$ cat src/rtl/imem_loader_pkg.sv
// Shared constants and FSM state encoding for the instruction-memory loader.
// Frames begin with MAGIC; DEPTH bounds the word count a frame may carry.
package imem_loader_pkg;

  localparam int unsigned WORD_W = 32;
  localparam int unsigned DEPTH  = 1024;
  localparam int unsigned ADDR_W = $clog2(DEPTH);

  localparam logic [7:0] MAGIC = 8'hA5;

  typedef enum logic [2:0] {
    S_IDLE  = 3'd0,
    S_LEN0  = 3'd1,
    S_LEN1  = 3'd2,
    S_DATA  = 3'd3,
    S_WRITE = 3'd4,
    S_CSUM  = 3'd5,
    S_DONE  = 3'd6,
    S_ERR   = 3'd7
  } state_t;

endpackage

$ cat src/rtl/imem_loader_word_packer.sv
// Assembles four accepted bytes into a little-endian 32-bit word.
// o_ready strobes in the same cycle as the 4th byte; o_word is valid with it.
module word_packer
  import imem_loader_pkg::*;
(
  input  logic        i_clk,
  input  logic        i_rst,
  input  logic        i_clr,
  input  logic        i_valid,
  input  logic [7:0]  i_byte,
  output logic [31:0] o_word,
  output logic        o_ready
);

  logic [1:0] idx_reg;
  logic [7:0] lane_reg [0:2];

  always_ff @(posedge i_clk) begin
    if (i_rst || i_clr) begin
      idx_reg <= 2'd0;
    end else if (i_valid) begin
      idx_reg <= idx_reg + 2'd1;
    end
  end

  // Lanes 0..2 are held; lane 3 comes straight from the incoming byte.
  generate
    for (genvar gi = 0; gi < 3; gi++) begin : g_lane
      localparam logic [1:0] LANE_IDX = 2'(gi);
      always_ff @(posedge i_clk) begin
        if (i_rst) begin
          lane_reg[gi] <= 8'd0;
        end else if (i_valid && idx_reg == LANE_IDX) begin
          lane_reg[gi] <= i_byte;
        end
      end
    end
  endgenerate

  assign o_word  = {i_byte, lane_reg[2], lane_reg[1], lane_reg[0]};
  assign o_ready = i_valid && (idx_reg == 2'd3);

endmodule

$ cat src/rtl/imem_loader.sv
// Frame-driven instruction-memory writer; keeps the CPU held until a frame
// (MAGIC, 16-bit word count, data, checksum) has loaded cleanly.
module imem_loader
  import imem_loader_pkg::*;
#(
  parameter int unsigned WORD_W = imem_loader_pkg::WORD_W,
  parameter int unsigned DEPTH  = imem_loader_pkg::DEPTH,
  parameter int unsigned ADDR_W = imem_loader_pkg::ADDR_W
) (
  input  logic              i_clk,
  input  logic              i_rst,
  input  logic [7:0]        i_rxData,
  input  logic              i_rxValid,
  output logic              o_rxReady,
  output logic              o_wen,
  output logic [ADDR_W-1:0] o_waddr,
  output logic [WORD_W-1:0] o_wdata,
  input  logic              i_memBusy,
  output logic              o_cpuHold,
  output logic              o_done,
  output logic              o_err
);

  localparam logic [15:0] DEPTH16 = 16'(DEPTH);

  state_t      state_reg;
  logic [7:0]  cnt_lo_reg;
  logic [15:0] words_left_reg;
  logic [7:0]  sum_reg;

  logic        rx_fire;
  logic [15:0] count_next;
  logic        frame_start;
  logic        pk_valid;
  logic        pk_ready;
  logic [31:0] pk_word;

  assign rx_fire     = i_rxValid && o_rxReady;
  assign count_next  = {i_rxData, cnt_lo_reg};
  assign frame_start = rx_fire && (i_rxData == MAGIC) &&
                       (state_reg == S_IDLE || state_reg == S_DONE || state_reg == S_ERR);
  assign pk_valid    = rx_fire && (state_reg == S_DATA);

  word_packer u_packer (
    .i_clk   (i_clk),
    .i_rst   (i_rst),
    .i_clr   (frame_start),
    .i_valid (pk_valid),
    .i_byte  (i_rxData),
    .o_word  (pk_word),
    .o_ready (pk_ready)
  );

  always_ff @(posedge i_clk) begin
    if (i_rst) begin
      state_reg      <= S_IDLE;
      o_rxReady      <= 1'b1;
      o_wen          <= 1'b0;
      o_waddr        <= '0;
      o_wdata        <= '0;
      o_cpuHold      <= 1'b1;
      o_done         <= 1'b0;
      o_err          <= 1'b0;
      cnt_lo_reg     <= 8'd0;
      words_left_reg <= 16'd0;
      sum_reg        <= 8'd0;
    end else begin
      case (state_reg)
        S_IDLE, S_DONE, S_ERR: begin
          if (frame_start) begin
            state_reg <= S_LEN0;
            o_cpuHold <= 1'b1;
            o_done    <= 1'b0;
            o_err     <= 1'b0;
            o_waddr   <= '0;
            sum_reg   <= 8'd0;
          end
        end
        S_LEN0: begin
          if (rx_fire) begin
            cnt_lo_reg <= i_rxData;
            state_reg  <= S_LEN1;
          end
        end
        S_LEN1: begin
          // Length is checked at full 16-bit width so the address never wraps.
          if (rx_fire) begin
            if (count_next == 16'd0) begin
              state_reg <= S_CSUM;
            end else if (count_next > DEPTH16) begin
              state_reg <= S_ERR;
              o_err     <= 1'b1;
            end else begin
              words_left_reg <= count_next;
              state_reg      <= S_DATA;
            end
          end
        end
        S_DATA: begin
          if (rx_fire) begin
            sum_reg <= sum_reg + i_rxData;
            if (pk_ready) begin
              o_wen     <= 1'b1;
              o_wdata   <= WORD_W'(pk_word);
              o_rxReady <= 1'b0;
              state_reg <= S_WRITE;
            end
          end
        end
        S_WRITE: begin
          if (!i_memBusy) begin
            o_wen          <= 1'b0;
            o_rxReady      <= 1'b1;
            o_waddr        <= o_waddr + 1'b1;
            words_left_reg <= words_left_reg - 16'd1;
            state_reg      <= (words_left_reg == 16'd1) ? S_CSUM : S_DATA;
          end
        end
        S_CSUM: begin
          if (rx_fire) begin
            if (i_rxData == sum_reg) begin
              state_reg <= S_DONE;
              o_done    <= 1'b1;
              o_cpuHold <= 1'b0;
            end else begin
              state_reg <= S_ERR;
              o_err     <= 1'b1;
            end
          end
        end
        default: state_reg <= S_IDLE;
      endcase
    end
  end

endmodule

$ cat config.mk
export PLATFORM = sky130hd
export DESIGN_NAME = imem_loader
export DESIGN_NICKNAME = d
export VERILOG_FILES = /design/src/rtl/imem_loader_pkg.sv /design/src/rtl/imem_loader_word_packer.sv /design/src/rtl/imem_loader.sv
export SDC_FILE = /design/constraint.sdc
export NUM_CORES = 1
export LEC_CHECK = 0
export ABC_CLOCK_PERIOD_IN_PS = 2350
export CAP_MARGIN = 20
export CORE_MARGIN = 2
export CORE_UTILIZATION = 45
export DETAILED_ROUTE_END_ITERATION = 8
export PLACE_DENSITY_LB_ADDON = 0.25
export RECOVER_POWER = 50
export SYNTH_ARGS = -nofsm -noshare
export SYNTH_HDL_FRONTEND = slang
export SYNTH_SLANG_ARGS = --single-unit
export TNS_END_PERCENT = 5
$ cat constraint.sdc
create_clock -name i_clk -period 2.35 [get_ports i_clk]
set_input_delay 0.3525 -clock i_clk [delete_from_list [all_inputs] [get_ports i_clk]]
set_output_delay 0.3525 -clock i_clk [all_outputs]
set_load 0.005 [all_outputs]
; After elaboration in Yosys (flattened, before gate mapping)
; Memory sizes are Yosys's and may differ from the RTL's. A register that Yosys moved wholly into a read port is not among the register bits.
; Index checks and enable logic that the tools add are counted.
[classes]
add_sub_neg = 4
magnitude_cmp = 1
eq_ne = 25
mux = 59
n_bitwise = 3
n_reduce_logical = 30
[op_table]
columns = op, count
row1 = $mux W16, 4
row2 = $mux W8, 5
row3 = $pmux W16 S2, 1
row4 = $mux W3, 10
row5 = $mux W1, 29
row6 = $ne A2 B2 Y1 const B, 11
row7 = $mux W10, 2
row8 = $pmux W10 S2, 1
row9 = $pmux W3 S6, 1
row10 = $eq A16 B1 Y1 const B, 1
row11 = $gt A16 B11 Y1 const B, 1
row12 = $logic_not A16 Y1, 1
row13 = $pmux W8 S2, 1
row14 = $sub A16 B1 Y16 const B, 1
row15 = $reduce_and A7 Y1, 2
row16 = $eq A3 B3 Y1 const B, 4
row17 = $add A10 B1 Y10 const B, 1
row18 = $reduce_bool A2 Y1, 5
row19 = $reduce_and A3 Y1, 3
row20 = $add A8 B8 Y8, 1
row21 = $eq A8 B8 Y1, 1
row22 = $eq A8 B8 Y1 const B, 1
row23 = $logic_and A1 B1 Y1, 8
row24 = $pmux W1 S2, 4
row25 = other kinds (16), 23
[word_totals]
regBits = 84
ram_bits = 24
in_bits = 12
out_inout_bits = 47
n_memories = 1
[mem_list]
columns = memory, words, word_bits, rd, rd_ports_with_merged_regs, write_ports, line
row1 = u_packer.lane_reg, 3, 8, 3, 3, 3, imem_loader_word_packer.sv:16  ; logic [7:0] lane_reg [0:2];

; Logic depth before layout (Yosys ltp)
; Gate-level depths: netlist of run 1.
[depth]
word_depth = 7
mapped_depth = 8

; Cells and area by module
; Synthesis of run 1 repeated with hierarchy kept, for this count alone.
[unflattened]
cells_unflattened = 584
hier_area_um2 = 5168.7
[modules_own_cells]
columns = module, n_inst, cells_per_inst, area_per_inst_um2, seq_area_each_um2
row1 = imem_loader, 1, 508, 4036.4, 1641.6
row2 = word_packer, 1, 76, 1132.3, 760.7

; Least setup slack after synthesis of run 1
; No wires, ideal clock.
[synth_path]
kind = input to register
start = in i_rxData[5]
end = reg state_reg[0]
arrival_ps = 1787
t_required_ps = 2216
setup_slack_ps = 429
stages = 6
path_cell_list = ha_1 or4_1 nor4_1 o21ai_0 a21oi_1 a211oi_1
[synth_between]
elab_chain_len = 5
word_cells_on_any_way = 12
cone_classes = eq/ne (3) / mux (5) / reduce/logical (4)
[synth_lines]
columns = item, line
row1 = start: declaration, imem_loader.sv:12  ; input logic [7:0] i_rxData,
row2 = $eq A8 B8 Y1, imem_loader.sv:40  ; assign frame_start = rx_fire && (i_rxData == MAGIC) &&
row3 = $logic_and A1 B1 Y1 (2 in series), imem_loader.sv:40
row4 = $ne A2 B1 Y1 (no line), n/a
row5 = $reduce_and A7 Y1 (no line), n/a
row6 = end signal: assignment, imem_loader.sv:116  ; state_reg <= (words_left_reg == 16'd1) ? S_CSUM : S_DATA;
row7 = end: declaration, imem_loader.sv:26  ; state_t state_reg;
; Parallel ways exist; a longest one is shown, timed or not. The select of a mux whose other input is x is not followed.
; A chain may end at the register's enable or synchronous reset.

; Final worst setup path of run 1
[layout_path]
start = in i_rxData[3]
end = reg state_reg[1]
; Same word-level chain as after synthesis.

==> out/qor.yml, run 1 <==
drt:
  drc: 0
  vias: 4695
  vias_per_cell: 5.59
  routed_wl_um: 13100
  drt_pass1_iterations: 5
  first_iter_violations: 403
  routedWlPerCell_um: 15.6
  drt.antenna.violating_nets: 0
clocking:
  cts-resized-gates: 0
  clock-sinks: 108
  cts_buffer_depth: 2
  clock_latency_ns: 0.35
  hold_buffers: 0
  htree_levels: 3
  cts.clk_slew.worst_paths_ns: 0.07
  cts_tree: "done"
  post_cts_buffers: 0
  cts_root_buffer: "clkbuf_16"
  numCtsBuffers: 9
layout:
  instances_no_fill: 840
  multi_input_area_mm2: 0.00263
  drive_above_1_share_pct: 15.8
  nets: 719
  diodes: 0
  regArea_mm2: 0.00240
  fin_util_pct: 58.3
  fillerInstances: 1027
  largest_reg_flops: 32
  syn_to_final_growth_pct: 26.5
place:
  place_inst: 824
  io_buffers: 58
  gp_congestion: 0.892
  dp_hpwl_um: 9390
floorplanning:
  dieArea_mm2: 0.0126
  coreArea_mm2: 0.0114
  start_util_pct: 46.1
  pin_count: 59
  die_w_um: 112
  rows: 39
  die_y_um: 112
synth:
  synth_top_flop_cell: "dfxtp_1"
  synth_area_per_cell_um2: 8.90
  synth_area_mm2: 0.00526
  ys_warn_count: 0
  synth-seq-cells: 108
  syn_inst: 591
  seq_area_frac_synth_pct: 45.7
  synth_edf_count: 24
  synth_cell_types: 72
  synth.net_count: 618
  synthArstFlopShare_pct: 0
timing:
  slew_headroom_pct: 57.5
  whs_ns: 0.441
  fin_skew_ns: 0.00561
  fmax_ghz: 0.451
  grt_setup_unrepaired: "yes"
  setup_viol: 0
  finalHoldViolCount: 0
  slew_violations: 0
  worst_slew_pin_slew_ns: 0.637
  fin_crit_sh_pct: 94.4
  min_period_ns: 2.22
grt:
  gr-usage-all-layers_pct: 21.2
  grt_max_degree: 37
  grt_pass1_vias: 4512
  grt-ovfl-total: 0
  antenna_found_initial: 0
  grt_pass1_wl_um: 22000
critical_path:
  cp-end-kind: "flip-flop"
  cp.required_ns: 2.60
  crit_type: "primary input to flip-flop"
  arrival_ns: 2.47
  path_max_fanout: 6
  rrSetupSlack_ns: 0.19
  cp-start-kind: "primary input"
pwr:
  total_power_mw: 3.85
  ir_drop_v: 0.000421
  power_leakage_nw: 2.63
  powerDensity_mw_per_mm2: 579
run:
  cap_violations: 0
outcome:
  status: "finished, final reports clean"
min_path:
  hp-class: "flip-flop to flip-flop"
through the flow:
| stage | setup WS (ns) | setup TNS, ns | cell area, um2 |
|---|---|---|---|
| 2_1_floorplan | 0.429 | 0 | 5260 |
| 3_3_place_gp | -0.194 | -4.46 | 6350 |
| 3_5_place_dp | -0.231 | -5.16 | 6350 |
| 4_1_cts | 0.125 | 0 | 6640 |
| 5_1_grt | -0.0296 | -0.0335 | 6650 |
| 6_report | 0.132 | 0 | 6650 |
per-layer routing:
metal  routed length, um  global-route usage (%)  up-vias  share of wire, %
met4                 232                    7.64        0               1.8
met3                 478                    3.83       16               3.7
met2                6310                    35.4      106                48
li1                    -                       -     2362                 -
met5                   0                       0        -                 0
met1                6060                    27.7     2211                46
layout make-up:
class                      count  area share, %
multi-input combinational    435           39.6
sequential                   108           36.1
inverter                      11          0.621
timing repair buffer         127           16.7
clock inverter                 7          0.884
clock buffer                   9           3.39
tap                          143           2.69
cells by family (layout without fill, tap and decap cells):
family          count (synthesis)  count (layout)  share of synthesized area (%)
compound gates                148             148                           17.8
simple gates                  253             253                           24.6
flops                         108             108                           45.7
buf+inv                        48             154                           4.76
xor+xnor                        7               7                           1.17
mux                            12              12                           2.31
fa+ha+maj                      15              15                           3.71
worst paths after layout:
check	start	to	depth (start not counted)
setup reg to reg	state_reg[1]	u_packer.lane_reg[0][7]	5
hold / removal	o_done	o_done	2
hold reg to reg	o_done	o_done	2
setup / recovery	i_rxData[3]	state_reg[1]	7
worst max-delay path, cell delays in order:
cell and delay [ns]:
clkdlybuf4s50_1 0.45, buf_4 0.19, or4_4 0.54, nor4_1 0.20, a21oi_1 0.19, and2_4 0.20
a2111oi_2 0.33
power breakdown:
part / total, mW / switching (mW) / internal, mW / leakage [nW]
Sequential: 1.97 / 0.0459 / 1.93 / 0.925
Clock: 1.48 / 0.735 / 0.741 / 0.139
Combinational: 0.399 / 0.223 / 0.177 / 1.56
cell usage in the layout, fill, tap and decap left out, types with 9 or more instances in the layout:
master             n
buf_4             65
dlygate4sd3_1     46
nand2_1          102
ha_1              14
nor2_1            39
and3_1            23
clkdlybuf4s50_1   11
dfxtp_1           84
edfxtp_1          24
a21oi_1           74
nor3_1            13
o21ai_0           17
clkbuf_16          9
mux2i_1           11
inv_1             10
nand3_1           14
nand4_1           10
synthesized netlist by cell type (all sizes together) (10+ instances only):
cell type / number / area share (%)
a21oi: 74 / 7.0
and3: 26 / 3.2
clkbuf: 28 / 2.6
dfxtp: 84 / 32
edfxtp: 24 / 14
ha: 14 / 3.3
inv: 10 / 0.71
mux2i: 11 / 2.1
nand2: 103 / 7.4
nand3: 14 / 1.3
nand4: 10 / 1.2
nor2: 40 / 2.9
nor3: 15 / 1.5
nor4: 10 / 2.1
o21ai: 19 / 1.8
(Power assumes the default switching activity.)
==> run 2: changes to the inputs <==
--- a/config.mk
+++ b/config.mk
@@ -12,6 +12,7 @@
 export DETAILED_ROUTE_END_ITERATION = 8
 export PLACE_DENSITY_LB_ADDON = 0.25
 export RECOVER_POWER = 50
+export REMOVE_ABC_BUFFERS = 1
 export SYNTH_ARGS = -nofsm -noshare
 export SYNTH_HDL_FRONTEND = slang
 export SYNTH_SLANG_ARGS = --single-unit
==> out/qor.yml, run 2 (same netlist as run 1, synthesis figures left out) <==
outcome:
  status: "finished, final reports clean"  # unchanged
grt:
  antenna_found_initial: 0  # unchanged
  grt_max_degree: 34  # was 37
  grt_pass1_wl_um: 22500  # was 22,000 um
  grt-ovfl-total: 0  # unchanged
  gr-usage-all-layers_pct: 22.3  # was 21.2%
  grt_pass1_vias: 4521  # was 4,512
min_path:
  hp-class: "primary input to flip-flop"  # was flip-flop to flip-flop
pwr:
  pwr-share-seq_pct: 50.5  # was 51.3%
  p_switching_uw: 988  # was 1.00 mW
  power_leakage_nw: 2.57  # was 2.63 nW
  swShare_pct: 25.3  # was 26.1%
  ir_drop_v: 0.000405  # was 0.000421 V
  p_comb_share_pct: 9.6  # was 10.4%
  power.share.clock_pct: 39.9  # was 38.3%
  powerDensity_mw_per_mm2: 601  # was 579 mW/mm2
  p_int_mw: 2.92  # was 2.84 mW
layout:
  instances_no_fill: 824  # was 840
  syn_to_final_growth_pct: 23.7  # was 26.5%
  largest_reg_flops: 32  # unchanged
  mostFrequentLayoutCells: "nand2_1, dfxtp_1, a21oi_1, dlygate4sd3_1, buf_4"  # was nand2_1, dfxtp_1, a21oi_1, buf_4, dlygate4sd3_1
  drive_above_1_share_pct: 13.1  # was 15.8%
  final_common_cell: "nand2_1"  # unchanged
  nets: 703  # was 719
  stdcell_area_mm2: 0.00650  # was 0.00665 mm2
  diodes: 0  # unchanged
  fin_util_pct: 57.0  # was 58.3%
critical_path:
  r2r_end: "o_wdata[19]"  # was u_packer.lane_reg[0][7]
  timing.rr.start: "state_reg[1]"  # unchanged
  cp_top_family: "buffers and inverters"  # was simple AND/OR/NAND/NOR gates
  cpMostUsedCell: "buf_4"
  path_max_fanout: 7  # was 6
  crit_path_cell_trace: "clkdlybuf4s50_1 > buf_4 > nor4_4 > nand4_1 > buf_4 > a211oi_2 > buf_4 > nor2_2 > o32ai_1"  # was clkdlybuf4s50_1 > buf_4 > or4_4 > nor4_1 > a21oi_1 > and2_4 > a2111oi_2
  cp.required_ns: 2.62  # was 2.60 ns
  endpoint: "words_left_reg[7]"  # was state_reg[1]
  worstSetupStartpoint: "i_rxData[0]"  # was i_rxData[3]
  cp-end-kind: "flip-flop"  # unchanged
  arrival_ns: 2.50  # was 2.47 ns
  crit_type: "primary input to flip-flop"  # unchanged
  reg2reg_depth: 7  # was 5
  cp-start-kind: "primary input"  # unchanged
  cp_num_buf_inv: 4  # was 2
  rrSetupSlack_ns: 0.26  # was 0.19 ns
  path_depth: 9  # was 7
  slowest_stage: "clkdlybuf4s50_1"  # was or4_4
  slowest_delay_ns: 0.49  # was 0.54 ns
timing:
  fmax_ghz: 0.448  # was 0.451 GHz
  min_period_ns: 2.23  # was 2.22 ns
  fin_crit_sh_pct: 95.1  # was 94.4%
  finalHoldViolCount: 0  # unchanged
  whs_ns: 0.319  # was 0.441 ns
  fin_skew_ns: 0.00841  # was 0.00561 ns
  slew_headroom_pct: 51.8  # was 57.5%
  worst_slew_pin_slew_ns: 0.723  # was 0.637 ns
  slew_violations: 0  # unchanged
  setup_viol: 0  # unchanged
drt:
  first_iter_violations: 333  # was 403
  vias: 4748  # was 4,695
  routed_wl_um: 13700  # was 13,100 um
  drt.antenna.violating_nets: 0  # unchanged
  drc: 0  # unchanged
  routedWlPerCell_um: 16.6  # was 15.6 um
  drt_pass1_iterations: 5  # unchanged
  vias_per_cell: 5.76  # was 5.59
place:
  place_inst: 808  # was 824
  io_buffers: 58  # unchanged
  postPlaceCellArea_mm2: 0.00623  # was 0.00635 mm2
  dp_hpwl_um: 10000  # was 9390 um
  gp_congestion: 0.902  # was 0.892
clocking:
  numCtsBuffers: 9  # unchanged
  cts_root_buffer: "clkbuf_16"  # unchanged
  cts_tree: "done"  # unchanged
  cts_buffer_depth: 2  # unchanged
  htree_levels: 3  # unchanged
  clock-sinks: 108  # unchanged
  clock_latency_ns: 0.36  # was 0.35 ns
  cts.clk_slew.worst_paths_ns: 0.07  # about the same
floorplanning:
  dieArea_mm2: 0.0126  # unchanged
  start_util_pct: 46.1  # unchanged
  die_w_um: 112  # unchanged
  coreArea_mm2: 0.0114  # unchanged
  pin_count: 59  # unchanged
  rows: 39  # unchanged
  die_y_um: 112  # unchanged
run:
  cap_violations: 0  # unchanged
==> run 2: metrics by stage <==
step | setup WS (ns) | power (mW) | TNS [ns]
after floorplan | -0.182 | 2.21 | -0.967
after global routing | -0.00782 | 4.03 | -0.00782
final | 0.115 | 3.91 | 0
after detailed placement | -0.277 | 2.40 | -6.64
after global placement | -0.263 | 2.39 | -5.84
after CTS | 0.0999 | 3.94 | 0
==> run 2: area by class of cell <==
cell class	count	area [um2]
Clock buffer	9	225
Fill cell	1074	4910
Inverter	11	41.3
Multi-Input combinational cell	435	2610
Tap cell	143	179
Timing Repair Buffer	111	977
Sequential cell	108	2400
Clock inverter	7	73.8
==> run 2: power by group through the flow <==
stage / registers (mW) / logic, mW / clock network (mW)
global placement: 2.01 / 0.375 / 0
finish: 1.97 / 0.374 / 1.56
global route: 1.98 / 0.409 / 1.65
floorplan: 2.00 / 0.208 / 0
detailed placement: 2.02 / 0.381 / 0
CTS: 1.97 / 0.383 / 1.59
==> run 2: worst min path at each step <==
stage | startpoint | end | cells after the start
2_1_floorplan | i_rst | state_reg[1] | 1
3_3_place_gp | o_wdata[17] | o_wdata[17] | 2
3_5_place_dp | o_wdata[22] | o_wdata[22] | 2
4_1_cts | i_rst | state_reg[1] | 2
5_1_grt | i_rst | state_reg[0] | 2
6_report | i_rst | state_reg[1] | 2
==> run 2: per-layer routing <==
metal	GRT usage (%)	part of all wire, %
met1	29.7	44
met2	36.1	48
met4	9.92	2.6
met3	3.40	5.2
met5	0	0
==> run 2: timing repair <==
action                                  4_1_cts  5_1_grt
resized for setup                             0        6
buffers inserted                              0        0
endpoints found under the setup margin        0       16
hold buffers                                  0        0
endpoints found under the hold margin         0        0
==> RTL change (config.mk and constraints of run 2) <==
Re-encode `state_t` (8 states) as one-hot, 8 bits wide.
--- a/src/rtl/imem_loader_pkg.sv
+++ b/src/rtl/imem_loader_pkg.sv
@@ -10,11 +10,11 @@
 
-  typedef enum logic [2:0] {
-    S_IDLE  = 3'd0,
-    S_LEN0  = 3'd1,
-    S_LEN1  = 3'd2,
-    S_DATA  = 3'd3,
-    S_WRITE = 3'd4,
-    S_CSUM  = 3'd5,
-    S_DONE  = 3'd6,
-    S_ERR   = 3'd7
+  typedef enum logic [7:0] {
+    S_IDLE  = 8'b00000001,
+    S_LEN0  = 8'b00000010,
+    S_LEN1  = 8'b00000100,
+    S_DATA  = 8'b00001000,
+    S_WRITE = 8'b00010000,
+    S_CSUM  = 8'b00100000,
+    S_DONE  = 8'b01000000,
+    S_ERR   = 8'b10000000
   } state_t;
Check against the original RTL: same outputs for any inputs over 4 cycles, from zero or initial values and one cycle with i_rst high; so few cycles prove little.
==> RTL change against run 2 <==
- sequential cell count is 5 higher
- clock power is 56% higher
- routed wire length is 0.13% lower
- setup slack worse by 37 ps
- area after synthesis is 6.1% higher
- synthesized cell count is 1.4% higher
- power is 21% higher
- maximum frequency is 1.6% lower
- cell area is 10% higher
- critical path type unchanged
- critical endpoint is now state_reg[5]$_SDFFE_PP0P_
- highest routed layer unchanged
==> RTL change: results <==
set metrics [dict create \
    min_path_type "in -> reg" \
    cts_buffer_depth 2 \
    antenna_cells 0 \
    grt_pass1_vias 4565 \
    clk_pin_slew_ps 50 \
    drt-pass1-iter-count 5 \
    hpwl_mm 9.87 \
    nets 732 \
    gp_congestion 0.895 \
    n_fill_cell 1061 \
    slowest_stage "or4_1" \
    placed_area_um2 6640 \
    fin_skew_ps 8.51 \
    grt_pass1_wl_mm 23.0 \
    cts-buffers-inserted 17 \
    slowest_delay_ps 620 \
    status "completed" \
    ir_drop_mv 0.350 \
    critPathTopFamily "simple AND/OR/NAND/NOR gates" \
    synth.top_cells.by_area "dfxtp_1 (32%), edfxtp_1 (13%), nand2_1 (7.1%)" \
    synth_common_cells "nand2_1 (105), dfxtp_1 (89), nor2_1 (49), a21oi_1 (36), a21oi_2 (31)" \
    largest_register_ffs 32 \
    drtIter0Drc 250 \
    grt_max_degree 42 \
    p_leak_nw 2.93 \
    antenna_found_initial 0 \
    synth_ff_type "dfxtp_1" \
    cp_max_fo 5 \
    vias_per_cell 5.33 \
    drive_above_1_share_pct 20.6 \
    synthArstFlopShare_pct 0 \
    max-slew-margin-rel_pct 58.3 \
    ctsHtreeMaxLevel 4 \
    yosysSeqAreaShare_pct 44.8 \
    wl_mm 13.6 \
    ys_types 67 \
    synth_warnings 0 \
    clock_latency_ps 410 \
    track_usage_pct 22.4 \
    cts_root_buf "clkbuf_16" \
]
-- RTL change: metal layers --
metal  part of all wire, %  global-route usage [%]  routed length (µm)  up-vias
met4                   1.4                    9.08                 191        0
met2                    49                    37.4                6730      123
li1                      -                       -                   -     2355
met5                     0                       0                   0        -
met3                   4.9                    5.22                 671       18
met1                    44                    27.9                6050     2225
-- RTL change: cells by family (layout without fill, tap and decap cells) --
group	Yosys count	in the layout	synth area share, %
adder cells (fa/ha/maj)	15	15	3.50
XOR/XNOR	20	20	3.14
AO/OA/AOI/OAI	118	118	15.2
multiplexers	13	13	2.40
flip-flops	113	113	44.8
buffers and inverters	39	158	4.10
AND/OR/NAND/NOR	281	281	26.9
-- RTL change: report_power, final --
group,switching [mW],internal (mW)
combinational,0.149,0.103
sequential,0.0118,2.00
clock,0.875,1.57
total,1.04,3.67
-- RTL change: repair_timing --
item	4_1_cts	5_1_grt
setup buffers	0	1
hold buffers	0	0
setup endpoints to repair	0	1
gates resized for setup	0	1
-- RTL change: path summary, 6_finish.rpt --
| path | startpoint | end | slack [ps] | cells after the start |
|---|---|---|---|---|
| setup / recovery | i_rxData[1] | state_reg[5]$_SDFFE_PP0P_ | 80 | 8 |
| hold / removal | i_rst | cnt_lo_reg[3]$_SDFFE_PP0P_ | 390 | 2 |
| setup reg to reg | state_reg[3]$_SDFFE_PP0P_ | sum_reg[2]$_SDFFE_PP0P_ | 110 | 5 |
| hold reg to reg | o_wdata[6]$_SDFFE_PP0P_ | o_wdata[6]$_SDFFE_PP0P_ | 450 | 2 |
-- RTL change: area by class of cell --
| type | count | area, µm² | area share (%) |
|---|---|---|---|
| Tap cell | 168 | 210 | 2.93 |
| Inverter | 8 | 30.0 | 0.418 |
| Sequential cell | 113 | 2500 | 34.9 |
| Clock buffer | 20 | 447 | 6.22 |
| Multi-Input combinational cell | 447 | 2840 | 39.6 |
| Clock inverter | 12 | 116 | 1.62 |
| Timing Repair Buffer | 118 | 1030 | 14.4 |
-- RTL change: metrics by stage --
step                      TNS (ps)  power, mW  setup WS (ps)  util, %  instances
after detailed placement     -8140       2.31           -304     55.0        853
after global placement       -5710       2.31           -230     55.0        853
after floorplan                  0       2.15            171        -        568
final                            0       4.71           78.3     59.5        886
after CTS                        0       4.75           56.0     59.7        885
after global routing             0       4.87           6.95     59.5        886
